==> src/rtl/logic_unit_arbiter.sv <==
// logic_unit_arbiter: four requesters share one bitwise logic unit through a
// round-robin arbiter that feeds a single-entry registered result slot.
// Optional feature macro: LUA_GRANT_CNT_EN adds a saturating 16-bit grant_cnt
// output that counts accepted requests.
module logic_unit_arbiter #(
  parameter int WIDTH = 8
) (
  input  logic               clk,
  input  logic               rst_n,
  input  logic [3:0]         req_valid,
  output logic [3:0]         req_ready,
  input  logic [11:0]        req_op,
  input  logic [4*WIDTH-1:0] req_a,
  input  logic [4*WIDTH-1:0] req_b,
  output logic               rsp_valid,
  input  logic               rsp_ready,
  output logic [WIDTH-1:0]   rsp_data,
  output logic [1:0]         rsp_id,
  output logic               rsp_err
`ifdef LUA_GRANT_CNT_EN
  ,
  output logic [15:0]        grant_cnt
`endif
);

  typedef enum logic {
    EMPTY = 1'b0,
    FULL  = 1'b1
  } slot_state_t;

  slot_state_t      state_q;
  slot_state_t      state_d;
  logic [1:0]       last_grant;
  logic [3:0]       grant;
  logic [1:0]       grant_idx;
  logic             grant_found;
  logic             slot_free;
  logic             transfer;
  logic [2:0]       sel_op;
  logic [WIDTH-1:0] sel_a;
  logic [WIDTH-1:0] sel_b;
  logic [WIDTH-1:0] result;
  logic             result_err;

  // Round-robin search starting one past the last granted requester
  always_comb begin
    logic [1:0] idx;
    grant       = '0;
    grant_idx   = '0;
    grant_found = 1'b0;
    idx         = '0;
    for (int k = 1; k <= 4; k++) begin
      idx = last_grant + 2'(k);
      if (!grant_found && req_valid[idx]) begin
        grant[idx]  = 1'b1;
        grant_idx   = idx;
        grant_found = 1'b1;
      end
    end
  end

  // Slot can accept when empty or being drained this same cycle; nothing is granted in reset
  always_comb begin
    slot_free = (state_q == EMPTY) || rsp_ready;
    req_ready = (rst_n && slot_free) ? grant : 4'b0000;
    transfer  = |req_ready;
  end

  // Route the granted requester's opcode and operands to the shared logic unit
  always_comb begin
    sel_op = '0;
    sel_a  = '0;
    sel_b  = '0;
    for (int i = 0; i < 4; i++) begin
      if (grant_idx == 2'(i)) begin
        sel_op = req_op[3*i +: 3];
        sel_a  = req_a[WIDTH*i +: WIDTH];
        sel_b  = req_b[WIDTH*i +: WIDTH];
      end
    end
  end

  // Shared bitwise logic unit; opcode 111 is illegal and yields zero with an error flag
  always_comb begin
    result     = '0;
    result_err = 1'b0;
    case (sel_op)
      3'b000:  result = ~sel_a;
      3'b001:  result = sel_a & sel_b;
      3'b010:  result = sel_a | sel_b;
      3'b011:  result = ~(sel_a & sel_b);
      3'b100:  result = sel_a ^ sel_b;
      3'b101:  result = ~(sel_a | sel_b);
      3'b110:  result = ~(sel_a ^ sel_b);
      default: result_err = 1'b1;
    endcase
  end

  // Slot next-state: a transfer always fills it, otherwise a drain empties it
  always_comb begin
    state_d = state_q;
    if (transfer) begin
      state_d = FULL;
    end else if ((state_q == FULL) && rsp_ready) begin
      state_d = EMPTY;
    end
  end

  // Slot state register
  always_ff @(posedge clk or negedge rst_n) begin
    if (!rst_n) begin
      state_q <= EMPTY;
    end else begin
      state_q <= state_d;
    end
  end

  // Result payload and arbitration pointer only move on an accepted request
  always_ff @(posedge clk or negedge rst_n) begin
    if (!rst_n) begin
      rsp_data   <= '0;
      rsp_id     <= '0;
      rsp_err    <= 1'b0;
      last_grant <= 2'd3;
    end else if (transfer) begin
      rsp_data   <= result;
      rsp_id     <= grant_idx;
      rsp_err    <= result_err;
      last_grant <= grant_idx;
    end
  end

  assign rsp_valid = (state_q == FULL);

`ifdef LUA_GRANT_CNT_EN
  logic [15:0] grant_cnt_q;

  // Saturating count of accepted requests
  always_ff @(posedge clk or negedge rst_n) begin
    if (!rst_n) begin
      grant_cnt_q <= '0;
    end else if (transfer && (grant_cnt_q != 16'hFFFF)) begin
      grant_cnt_q <= grant_cnt_q + 16'd1;
    end
  end

  assign grant_cnt = grant_cnt_q;
`endif

endmodule

==> config.mk <==
export PLATFORM = sky130hd
export DESIGN_NAME = logic_unit_arbiter
export DESIGN_NICKNAME = d
export VERILOG_FILES = /design/src/rtl/logic_unit_arbiter.sv
export SDC_FILE = /design/constraint.sdc
export NUM_CORES = 1
export LEC_CHECK = 0
export ABC_AREA = 1
export CELL_PAD_IN_SITES_DETAIL_PLACEMENT = 1
export CELL_PAD_IN_SITES_GLOBAL_PLACEMENT = 2
export CORE_MARGIN = 2
export CORE_UTILIZATION = 26
export CTS_BUF_LIST = sky130_fd_sc_hd__clkbuf_8
export DETAILED_ROUTE_END_ITERATION = 8
export PLACE_DENSITY_LB_ADDON = 0.25
export SLEW_MARGIN = 40
export SYNTH_ARGS = -nofsm -noshare
export SYNTH_HDL_FRONTEND = slang
export SYNTH_SLANG_ARGS = --single-unit
export TNS_END_PERCENT = 10
==> constraint.sdc <==
create_clock -name clk -period 5.4 [get_ports clk]
set_input_delay 1.35 -clock clk [delete_from_list [all_inputs] [get_ports clk]]
set_output_delay 1.35 -clock clk [all_outputs]
set_load 0.02 [all_outputs]
==> flow_metrics.py <==
metrics = {
    "clock_tree": {
        "cts_setup_buffers": 0,
        "hold_buffers": 0,
        "cts_buffer_depth": 2,
        "path_clk_slew_ns": 0.05,
        "ctsResizeCount": 0,
        "cts_tree": "done",
        "clock-sinks": 14,
        "clock_latency_ns": 0.24,
        "cts_made_buffers": 3,
        "cts-htree-levels": 1,
        "cts-root-buf": "clkbuf_8",
    },
    "placement": {
        "hpwl_um": 7164,
        "io_buffers": 98,
        "gp_congestion": 0.8181,
    },
    "worst_setup_path": {
        "startpoint": "req_valid[2]",
        "worst-endpoint-required_ns": 4.05,
        "cp_slowest_stage_delay_ns": 0.59,
        "cp_slowest_cell": "clkdlybuf4s50_1",
        "path_max_fanout": 7,
        "critPathCaptureType": "primary output",
        "crit_arrival_ns": 3.41,
        "start_kind": "input pin",
        "crit_path_frequent_cell": "nand2_1",
        "path_cells": "clkdlybuf4s50_1, nand2_1, nand2_1, nand2_1, nand2_4, inv_2, nand3_2, inv_1, nand2_1, nand4_1, nand2_1, inv_1, clkdlybuf4s50_1",
        "path_class": "input pin to primary output",
        "r2r-start": "last_grant[1]",
    },
    "die": {
        "die_area_um2": 11820,
        "start_util_pct": 26.53,
        "fp.dieH_um": 108.7,
        "die_w_um": 108.7,
        "ios": 99,
        "core_um2": 10750,
        "rows": 38,
    },
    "sta": {
        "finalHoldViolCount": 0,
        "slew_headroom_pct": 49.79,
        "drv_slew": 0,
        "clock_skew_ns": 0.008226,
        "max_freq_mhz": 210.3,
        "rsz0062_at_grt": "false",
        "worstMarginPinSlew_ns": 0.7524,
        "tns_ns": 0,
        "setup_viol": 0,
        "finalCriticalPeriod_ns": 4.756,
        "fin_crit_sh_pct": 88.07,
    },
    "synthesis": {
        "synthAdderAreaFrac_pct": 9.658,
        "yosysMostFrequentCell": "nand2_1",
        "postSynthCellCount": 462,
        "synthMuxAreaShare_pct": 0,
        "synth_compound_area_share_pct": 5.224,
        "yosysTopAreaCellShare_pct": 20.02,
        "ys_seq_area_share_pct": 12.38,
        "synth_simple_gate_area_share_pct": 56.89,
        "ys_ff_latch": 14,
        "syn-mean-instance-area_um2": 6.169,
        "synth_area_leaders": "nand2_1, dfrtp_1, ha_1, inv_1, nand3_1",
        "synth_top_area_cell": "nand2_1",
        "syn_area_um2": 2850,
        "synth_top_family_by_area": "simple AND/OR/NAND/NOR gates",
        "synth_edf_count": 0,
        "synth.distinct_cells": 33,
        "synth_xor_area_share_pct": 0,
        "ys_warn_count": 0,
        "ys_top_cells_by_count": "nand2_1, inv_1, nand3_1",
        "async_flop_share_pct": 100.0,
        "syn_nets": 567,
        "yosys_most_used_dff": "dfrtp_1",
    },
    "min_path": {
        "hold_start": "rsp_id[1]",
        "hp-class": "flop to flop",
    },
    "cells_and_area": {
        "final_layout_size_suffix_gt1_share_pct": 11.50,
        "layout.nets": 654,
        "area_growth_pct": 37.31,
        "diodes": 0,
    },
    "detailed_routing": {
        "drt_drc_violations_left": 0,
        "wl_per_cell_um": 12.59,
        "via_per_inst": 4.539,
        "ant_nets": 0,
        "wl_um": 8660,
        "drt_first_pass_iters": 4,
        "via_count": 3123,
        "first_iter_violations": 80,
    },
    "grt": {
        "grt_usage_pct": 14.84,
        "grt_pass1_vias": 3179,
        "grt-ovfl-total": 0,
        "antenna_found_initial": 0,
        "grt_max_degree": 28,
        "grt_pass1_wl_um": 14480,
    },
    "status": {
        "status": "complete, no violations",
    },
    "run": {
        "cap_violations": 0,
    },
}
stage by stage:
step | cell area [µm²] | cells | utilization [%] | worst slack (ns) | hold slack [ns]
finish | 3914 | 688 | 36.42 | 0.6442 | 0.4704
CTS | 3914 | 688 | 36.42 | 0.6259 | 0.4790
floorplan | 2850 | 462 | - | 1.763 | 0.5844
global placement | 3869 | 684 | 36.00 | 0.7305 | 0.4612
global route | 3914 | 688 | 36.42 | 0.4637 | 0.5060
detailed placement | 3869 | 684 | 36.00 | 0.6269 | 0.4659
per-layer routing:
metal / share of wire, % / vias up / global-route usage [%]
met5: 0 / - / 0
met4: 0.20 / 0 / 1.648
met3: 5.2 / 2 / 2.212
met2: 47 / 77 / 27.28
met1: 48 / 1408 / 18.80
li1: - / 1636 / -
worst paths after layout:
path / cells after the start / end / slack, ns
worst min-delay path: 2 / rsp_id[1] / 0.47
worst max register to register: 23 / rsp_data[1] / 1.40
min in group asynchronous: 2 / rsp_data[7] / 1.42
worst min register to register: 2 / rsp_id[1] / 0.47
max in group asynchronous: 2 / last_grant[1] / 3.73
worst max-delay path: 13 / req_ready[0] / 0.64
cells in the final DEF, fill, tap and decap left out, types with 8 or more instances in the layout:
cell,n
nor2_1,37
clkdlybuf4s50_1,98
ha_1,22
dfrtp_1,12
inv_1,69
nand4_1,29
nand2_1,152
nand3_1,44
nor2_4,8
nand3_2,17
state kept, by name, summed over array words and instances, names as in the netlist:
name,cells
rsp_data,8
rsp_id,2
rsp_valid,1
rsp_err,1
last_grant,2
kinds of logic (layout without fill, tap and decap cells):
| group | after synthesis | count (layout) |
|---|---|---|
| and+or+nand+nor | 312 | 312 |
| buffers and inverters | 96 | 182 |
| adders and majority gates | 22 | 22 |
| AOI/OAI and AO/OA | 18 | 18 |
| DFF | 14 | 14 |
critical path, delay by kind of cell:
| family | cells | cell delay [ns] |
|---|---|---|
| AND/OR/NAND/NOR | 8 | 0.75 |
| buffers and inverters | 5 | 1.30 |
final cells by class:
type                            instances  area [µm²]
Inverter                               77       291.5
Sequential cell                        14       352.8
Clock inverter                          1       3.754
Clock buffer                            3       41.29
Timing Repair Buffer                  101        1003
Multi-Input combinational cell        352        2046
Fill cell                            1432        6832
Tap cell                              140       175.2
Power is left out: the tool's default activity adds up to more than one toggle a clock period on the data nets, which glitch-free logic cannot reach.
